`src/rtl/register_file_mp_pkg.sv`:
```
// Shared constants and sweep-FSM state encoding for the multi-port register file.
package register_file_mp_pkg;

  localparam int WORD      = 64;
  localparam int XZR_INDEX = 31;

  typedef enum logic {
    IDLE  = 1'b0,
    CLEAR = 1'b1
  } clr_state_t;

endpackage

```
`src/rtl/register_file_mp_clear_seq.sv`:
```
// Zeroing-sweep sequencer: walks idx 0..DEPTH-1 once per clear request or reset,
// issuing one zero write per cycle; busy is high for exactly DEPTH cycles.
module regfile_clear_seq
  import register_file_mp_pkg::*;
#(
  parameter int  DEPTH = XZR_INDEX + 1,
  localparam int AW    = $clog2(DEPTH)
) (
  input  logic          read_clk,
  input  logic          reset,
  input  logic          clear,
  output logic          busy,
  output logic          clr_we,
  output logic [AW-1:0] clr_idx
);

  localparam logic [AW-1:0] LAST_IDX = AW'(DEPTH - 1);

  clr_state_t    state_q, state_d;
  logic [AW-1:0] idx_q, idx_d;

  // Reset lands in CLEAR so the array is always swept before first use.
  always_ff @(posedge read_clk or posedge reset) begin
    if (reset) begin
      state_q <= CLEAR;
      idx_q   <= '0;
    end else begin
      state_q <= state_d;
      idx_q   <= idx_d;
    end
  end

  always_comb begin
    state_d = state_q;
    idx_d   = idx_q;
    clr_we  = 1'b0;
    case (state_q)
      IDLE: begin
        if (clear) begin
          state_d = CLEAR;
          idx_d   = '0;
        end
      end
      CLEAR: begin
        clr_we = 1'b1;
        if (idx_q == LAST_IDX) begin
          state_d = IDLE;
          idx_d   = '0;
        end else begin
          idx_d = idx_q + AW'(1);
        end
      end
      default: begin
        state_d = CLEAR;
        idx_d   = '0;
      end
    endcase
  end

  assign busy    = (state_q == CLEAR);
  assign clr_idx = idx_q;

endmodule

```
`src/rtl/register_file_mp.sv`:
```
// Multi-read-port register file with registered reads and a hardware zeroing sweep.
// Define REGFILE_BYPASS_EN to forward same-cycle write data to matching read ports.
module register_file_mp
  import register_file_mp_pkg::*;
#(
  parameter int  WIDTH    = WORD,
  parameter int  DEPTH    = XZR_INDEX + 1,
  parameter int  NUM_RD   = 2,
  parameter int  ZERO_REG = 1,
  localparam int AW       = $clog2(DEPTH)
) (
  input  logic                    read_clk,
  input  logic                    reset,
  input  logic                    clear,
  input  logic                    reg_write,
  input  logic [AW-1:0]           write_reg,
  input  logic [WIDTH-1:0]        write_data,
  input  logic [NUM_RD*AW-1:0]    read_reg,
  output logic [NUM_RD*WIDTH-1:0] read_data,
  output logic                    busy
);

  localparam logic [AW-1:0] XZR = AW'(DEPTH - 1);

  logic [WIDTH-1:0] mem [DEPTH];
  logic             clr_we;
  logic [AW-1:0]    clr_idx;
  logic             wr_ok;

  regfile_clear_seq #(.DEPTH(DEPTH)) u_clear_seq (
    .read_clk (read_clk),
    .reset    (reset),
    .clear    (clear),
    .busy     (busy),
    .clr_we   (clr_we),
    .clr_idx  (clr_idx)
  );

  assign wr_ok = reg_write && !busy && !((ZERO_REG != 0) && (write_reg == XZR));

  // The array has no reset; only the sweep zeroes it.
  always_ff @(posedge read_clk) begin
    if (clr_we) begin
      mem[clr_idx] <= '0;
    end else if (wr_ok) begin
      mem[write_reg] <= write_data;
    end
  end

  for (genvar p = 0; p < NUM_RD; p++) begin : g_rd
    logic [AW-1:0]    ra_p0;
    logic [WIDTH-1:0] rd_p0;
    logic [WIDTH-1:0] rd_p1;

    assign ra_p0 = read_reg[p*AW +: AW];

    always_comb begin
      rd_p0 = mem[ra_p0];
`ifdef REGFILE_BYPASS_EN
      if (wr_ok && (ra_p0 == write_reg)) begin
        rd_p0 = write_data;
      end
`endif
      if ((ZERO_REG != 0) && (ra_p0 == XZR)) begin
        rd_p0 = '0;
      end
    end

    // p0 -> p1: registered read, blanked while sweeping
    always_ff @(posedge read_clk or posedge reset) begin
      if (reset) begin
        rd_p1 <= '0;
      end else if (busy) begin
        rd_p1 <= '0;
      end else begin
        rd_p1 <= rd_p0;
      end
    end

    assign read_data[p*WIDTH +: WIDTH] = rd_p1;
  end

endmodule
```
`config.mk`:
```
export PLATFORM = sky130hd
export DESIGN_NAME = register_file_mp
export DESIGN_NICKNAME = d
export VERILOG_FILES = /design/src/rtl/register_file_mp_pkg.sv /design/src/rtl/register_file_mp_clear_seq.sv /design/src/rtl/register_file_mp.sv
export SDC_FILE = /design/constraint.sdc
export NUM_CORES = 2
export LEC_CHECK = 0
export ABC_CLOCK_PERIOD_IN_PS = 10000
export CAP_MARGIN = 10
export CELL_PAD_IN_SITES_DETAIL_PLACEMENT = 1
export CELL_PAD_IN_SITES_GLOBAL_PLACEMENT = 1
export CORE_MARGIN = 4
export CORE_UTILIZATION = 25
export DETAILED_ROUTE_END_ITERATION = 10
export GPL_TIMING_DRIVEN = 0
export PLACE_DENSITY = 0.49
export SLEW_MARGIN = 20
export SYNTH_ARGS = -nofsm -noshare
export SYNTH_HDL_FRONTEND = slang
export SYNTH_SLANG_ARGS = --single-unit
```
`constraint.sdc`:
```
create_clock -name read_clk -period 10 [get_ports read_clk]
set_clock_uncertainty 0.1 [all_clocks]
set_input_delay 2.5 -clock read_clk [delete_from_list [all_inputs] [get_ports read_clk]]
set_output_delay 2.5 -clock read_clk [all_outputs]
set_load 0.01 [all_outputs]
```
-- Yosys cells after proc, flatten, opt, wreduce, memory -nomap -nowiden
Memories as Yosys holds them, arrays and structs flattened.
Index checks and enable logic that the tools add are counted.
- output and inout port bits: 129
- flip-flop bits (word level): 134
- memories: 1
- RAM bits: 2048
- muxes and demuxes: 19
- eq/ne operators: 5
- reductions and logical operators: 5
- add/subtract/negate cells: 1
- bitwise gates (word level): 1
- memory list (memory ; words ; bits a word ; read ports ; clocked after Yosys merged registers in ; write ports ; RTL line ; text):
    mem ; 32 ; 64 ; 2 ; 0 ; 1 ; register_file_mp.sv:25 ; logic [WIDTH-1:0] mem [DEPTH];
- operators by type and width (operator ; count):
    2-to-1 mux 64 bit ; 5
    OR reduction 64 bit ; 1
    equality test 5 bit (second input constant) ; 4
    2-to-1 mux 5 bit ; 3
    case mux 5 bit (2 select lines) ; 1
    2-to-1 mux 1 bit ; 9
    adder 5 x 1 -> 5 bit (second input constant) ; 1
    logical AND 1 bit ; 2
    logical NOT 1 bit ; 2
    inequality test 2 bit (second input constant) ; 1
    case mux 1 bit (2 select lines) ; 1
    inverter 1 bit ; 1

-- Longest topological paths before layout
- depth in word-level cells: 8
- mapped depth: 9
- gate-level depth less buffers: 5

-- By module
Synthesis repeated with hierarchy kept, for this count alone.
- cells, all modules: 5142
- area total of the unflattened synthesis: 96916.7 um^2
- modules (own cells, without submodules) (module ; cells an instance ; times used ; area an instance (um^2) ; sequential area each (um^2)):
    register_file_mp ; 5113 ; 1 ; 96612.7 ; 64702.1
    regfile_clear_seq ; 29 ; 1 ; 304.0 ; 151.4

-- Worst setup path after synthesis
No wires, ideal clock.
- path kind: input -> register
- from: input port reg_write
- to: memory mem[2][0] (netlist name), enable pin
- arrival: 9.492 ns
- stages: 4
- library setup time: 0.645 ns
- path slack: -0.237 ns
- cells stage by stage: nor2b_1 o21a_1 mux2_2 nor4_1
- cells in the longest elaborated chain, start to end: 7
- ends and longest elaborated chain (element ; RTL line ; text):
    start, declared ; register_file_mp.sv:15 ; input logic reg_write,
    logical AND 1 bit * (2 in series) ; register_file_mp.sv:39 ; assign wr_ok = reg_write && !busy && !((ZERO_REG != 0) && (write_reg == XZR));
    2-to-1 mux 1 bit * ; register_file_mp.sv:45 ; end else if (wr_ok) begin
    2-to-1 mux 1 bit * ; register_file_mp.sv:43 ; if (clr_we) begin
    2-to-1 mux 1 bit (not written as such) * ; register_file_mp.sv:46 ; mem[write_reg] <= write_data;
    OR reduction 64 bit (no line) ; -- ;
    2-to-1 mux 5 bit (no line) / 2-to-1 mux 1 bit (equally long branches) ; -- ;
    end, declared ; register_file_mp.sv:25 ;
Mark *: on every way between the ends. The rest lies on a longest branch, timed or not.

-- Final worst setup path
- from: input port write_reg[2]
- to: memory mem[2][41] (netlist name), enable pin
- cells in the longest elaborated chain, start to end: 8
- ends and longest elaborated chain (element ; RTL line ; text):
    start, declared ; register_file_mp.sv:16 ; input logic [AW-1:0] write_reg,
    equality test 5 bit ; register_file_mp.sv:39 ;
    logical NOT 1 bit ; register_file_mp.sv:39 ;
    logical AND 1 bit ; register_file_mp.sv:39 ;
    2-to-1 mux 1 bit ; register_file_mp.sv:45 ;
    2-to-1 mux 1 bit ; register_file_mp.sv:43 ;
    2-to-1 mux 1 bit (not written as such) ; register_file_mp.sv:46 ;
    OR reduction 64 bit (no line) ; -- ;
    2-to-1 mux 5 bit (no line) / 2-to-1 mux 1 bit (equally long branches) ; -- ;
Several ways; a longest one is shown, not always the timed one.

==> reports/qor.csv <==
stage,metric,value,unit
status,status,finished clean,
grt,global router's overall resource usage,22.7,%
logic_synthesis,number of enable flip-flop cells after synthesis,2048,
worst_setup_path,crit-path max FO,8,
worst_hold_path,Worst Min Path Start,u_clear_seq.clr_idx[3],
cts,Post-CTS Repair Setup Buffers,0,
timing,setup violation total in the final timing report,0,
logic_synthesis,cell type contributing the most total cell area after synthesis,sky130_fd_sc_hd__edfxtp_1,
worst_setup_path,worst setup path class,primary input to flop,
grt,initial antenna violation count,50,
grt,largest net degree at the start of global routing,65,
logic_synthesis,top_reg_cell synth,sky130_fd_sc_hd__edfxtp_1,
power,power density over cell area,227,mW/mm^2
power,static leakage,0.0410,uW
final_layout,Post-Route Utilization,31.0,%
worst_setup_path,cell repeated most along the worst path,sky130_fd_sc_hd__buf_2,
timing,number of hold violations in the final report,0,
logic_synthesis,Yosys Warn Count,0,
logic_synthesis,commonest cells in the netlist,"sky130_fd_sc_hd__edfxtp_1 (2048), sky130_fd_sc_hd__mux4_2 (945), sky130_fd_sc_hd__mux2i_1 (512)",
route,count of routing violations after the opening detailed-route iteration,8320,
die,area of the placeable core,0.393,sq mm
route,count of TritonRoute iterations in the first routing pass,6,
place,Placement Cell Area,0.113,sq mm
die,Site Rows,230,
place,estimated wirelength of the detail-placed design,336000,microns
route,DRC viols,0,
cts,number of sinks on the clock net,2182,
die,initial core utilization,25.1,%
logic_synthesis,most frequent cell after synthesis,sky130_fd_sc_hd__edfxtp_1,
worst_setup_path,Max stage delay on crit path,0.73,ns
power,highest ir drop seen on vdd,132,uV
logic_synthesis,Post-Syn Area per Cell,20.7,sq um
final_layout,area growth from synthesis to layout,23.2,%
timing,highest clock rate,154,MHz
logic_synthesis,nets in the synthesized netlist,4858,
worst_setup_path,Worst path slowest cell,sky130_fd_sc_hd__nor4_2,
worst_setup_path,required arrival time at the worst endpoint,10.49,ns
final_layout,number of nets in the final layout,5777,
worst_setup_path,critical path's top delay family,buffers and inverters,
route,via density per instance,5.48,
worst_setup_path,FF-to-FF path depth,11,
route,Final ANT Viol Nets,0,
logic_synthesis,synth top area cells,"sky130_fd_sc_hd__edfxtp_1 (62%), sky130_fd_sc_hd__mux4_2 (22%), sky130_fd_sc_hd__mux2i_1 (5.2%), sky130_fd_sc_hd__dfrtp_1 (3.4%), sky130_fd_sc_hd__o221ai_1 (0.77%)",
timing,post-route setup slack,3.52,ns
worst_setup_path,depth of the critical timing path with buffers and inverters included,13,
logic_synthesis,portion of the post-synthesis area used by sequential elements,65.6,%
worst_setup_path,crit end category,flop,
place,count of buffers from port buffering,204,
worst_setup_path,nature of the critical path startpoint,primary input,
die,die area,0.406,sq mm
cts,worst-skew pair later-pin latency,0.94,ns
logic_synthesis,"Async S/R FF share, synth",6.14,%
cts,hold buffer count at cts,0,
timing,Period minus WS final,6.48,ns
logic_synthesis,Netlist Area Pre-Place,0.0989,sq mm
timing,unrepaired setup endpoints after global routing,false,
place,Placement Setup Slack,2.71,ns
cts,master cell of the clock root buffer,sky130_fd_sc_hd__clkbuf_16,
worst_setup_path,termination of the worst setup path,mem[2][41],
grt,global-route wire length before repair,613000,microns
cts,number of cells upsized or downsized after cts,0,
final_layout,share of layout cells above drive strength 1,38.1,%
cts,CTS tree,yes,
route,via count,61200,
logic_synthesis,number of distinct standard cells referenced by the synthesized netlist,55,
worst_setup_path,WP data arrival,6.97,ns
die,horizontal die dimension,637,microns
place,routability-driven placement congestion ratio,0.810,
timing,max-slew violation total from the final report,0,
grt,number of global-route vias before repair,62800,
run,count of maximum capacitance violations,0,
route,total detailed-routing wirelength,473000,microns
cts,Worst-path clk slew,0.05,ns
timing,Slew @ Worst Pin,1.35,ns
worst_setup_path,flop-to-flop setup slack,4.81,ns
final_layout,"final std cell area, no fill",0.122,sq mm
route,routed wire length per instance,42.4,microns
cts,H-tree Lvls,5,
logic_synthesis,Yosys reg bits,2182,
worst_setup_path,first element of the critical path,write_reg[2],
die,number of I/O pins,212,
worst_setup_path,series of cell instances along the critical path,"clkdlybuf4s50_1, nand3_1, o21ai_1, a32oi_1, nor4_2, buf_4, buf_4, buf_2, buf_2, buf_2, buf_4, buf_2, buf_2",
timing,Worst Hold Slack,0.508,ns
cts,CTS Buffer Depth,4,
worst_setup_path,Reg2Reg Capture Point,mem[5][37],
worst_setup_path,count of buffer and inverter cells on the critical path,9,
grt,total global routing overflow,0,
logic_synthesis,number of instances in the synthesized netlist,4773,
timing,Max-Slew Margin vs Limit,10.3,%
worst_hold_path,Tightest Hold Check Type,flop to flop,
die,vertical die dimension,637,microns
cts,TritonCTS Buffers,276,
logic_synthesis,area fraction of the dominant cell type after synthesis,62.2,%
timing,final period utilization,64.8,%
worst_setup_path,reg-to-reg startpoint,u_clear_seq.busy,
==> per-layer routing <==
layer / wire length [microns] / vias to the layer above / global-route usage, %
li1: - / 22700 / -
met1: 182000 / 34100 / 28.3
met2: 228000 / 3454 / 37.7
met3: 37400 / 957 / 4.73
met4: 26100 / 12 / 10.6
met5: 75 / - / 0
==> worst min path at each step <==
stage	endpoint	slack (ns)	depth (start not counted)
floorplan	u_clear_seq.clr_idx[3]	0.41	2
global placement	u_clear_seq.clr_idx[3]	0.48	2
detailed placement	u_clear_seq.clr_idx[3]	0.48	2
CTS	u_clear_seq.clr_idx[3]	0.50	2
global route	u_clear_seq.clr_idx[3]	0.56	2
finish	u_clear_seq.clr_idx[3]	0.51	2
==> cells in the final DEF (no fill, tap or decap), types with 31 or more instances in the layout <==
master,n
sky130_fd_sc_hd__clkinv_1,54
sky130_fd_sc_hd__bufinv_16,31
sky130_fd_sc_hd__buf_4,295
sky130_fd_sc_hd__a31oi_1,39
sky130_fd_sc_hd__buf_12,56
sky130_fd_sc_hd__nand2b_1,42
sky130_fd_sc_hd__nand2_1,50
sky130_fd_sc_hd__o221ai_1,86
sky130_fd_sc_hd__clkdlybuf4s50_1,204
sky130_fd_sc_hd__buf_2,203
sky130_fd_sc_hd__a31o_2,39
sky130_fd_sc_hd__a21oi_1,39
sky130_fd_sc_hd__diode_2,40
sky130_fd_sc_hd__mux4_2,945
sky130_fd_sc_hd__clkinv_2,34
sky130_fd_sc_hd__o22a_1,86
sky130_fd_sc_hd__clkbuf_16,280
sky130_fd_sc_hd__mux2i_1,511
sky130_fd_sc_hd__dfrtp_1,133
sky130_fd_sc_hd__a22o_1,39
sky130_fd_sc_hd__clkbuf_2,84
sky130_fd_sc_hd__buf_6,84
sky130_fd_sc_hd__edfxtp_1,2048
sky130_fd_sc_hd__and2_2,31
sky130_fd_sc_hd__nor2b_1,46
sky130_fd_sc_hd__clkbuf_1,86
sky130_fd_sc_hd__a22oi_1,79
sky130_fd_sc_hd__and2_1,35
sky130_fd_sc_hd__buf_16,43
==> power by group <==
part           internal, uW  total [uW]  switching [uW]
Clock                  5980       10200            4210
Sequential            11400       11800             423
Combinational          2000        5610            3600
==> flip-flops by register name, summed over array words and instances, names as in the netlist <==
| name | flops |
|---|---|
| g_rd.rd_p1 | 128 |
| mem | 2048 |
| u_clear_seq.busy | 1 |
| u_clear_seq.clr_idx | 5 |
==> layout make-up <==
cell class              count  area [sq um]
flip-flops and latches   2182         64900
fillers                 39600        271000
well taps                5220          6530
repair buffers            641          7000
clock inverters           158          1710
inverters                  10          45.0
multi-input cells        2207         32200
clock buffers             337          7250
plain buffers             374          2220
diodes                     40           100
==> through the flow <==
| stage | instances | setup TNS, ns | power [uW] |
|---|---|---|---|
| after floorplan | 4773 | -38.20 | 14400 |
| after global placement | 10200 | - | 17400 |
| after detailed placement | 10600 | 0 | 17600 |
| after CTS | 11100 | 0 | 27800 |
| after global routing | 11200 | 0 | 28400 |
| final | 11200 | 0 | 27600 |
==> cell families (layout without fill, tap and decap cells) <==
logic type      count (synthesis)  after routing  synth area share, %
flops                        2182           2182                 65.6
mux                          1462           1462                 26.8
compound gates                475            475                 3.97
buf+inv                       384           1520                 2.17
simple gates                  266            266                 1.50
fa+ha+maj                       2              2               0.0253
xor+xnor                        2              2               0.0177
other cells                     0             40                    0
==> worst reg2reg max path, cell delays in order (launching register included) <==
cell and delay [ns]:
sky130_fd_sc_hd__dfstp_2 0.52, sky130_fd_sc_hd__buf_2 0.37, sky130_fd_sc_hd__buf_2 0.48, sky130_fd_sc_hd__clkbuf_1 0.72, sky130_fd_sc_hd__nand2_1 0.12, sky130_fd_sc_hd__o32a_1 0.47, sky130_fd_sc_hd__nor3_2 0.89, sky130_fd_sc_hd__buf_4 0.36
sky130_fd_sc_hd__buf_4 0.22, sky130_fd_sc_hd__buf_4 0.21, sky130_fd_sc_hd__buf_4 0.20, sky130_fd_sc_hd__buf_4 0.21
Power figures use the tool's default switching activity.
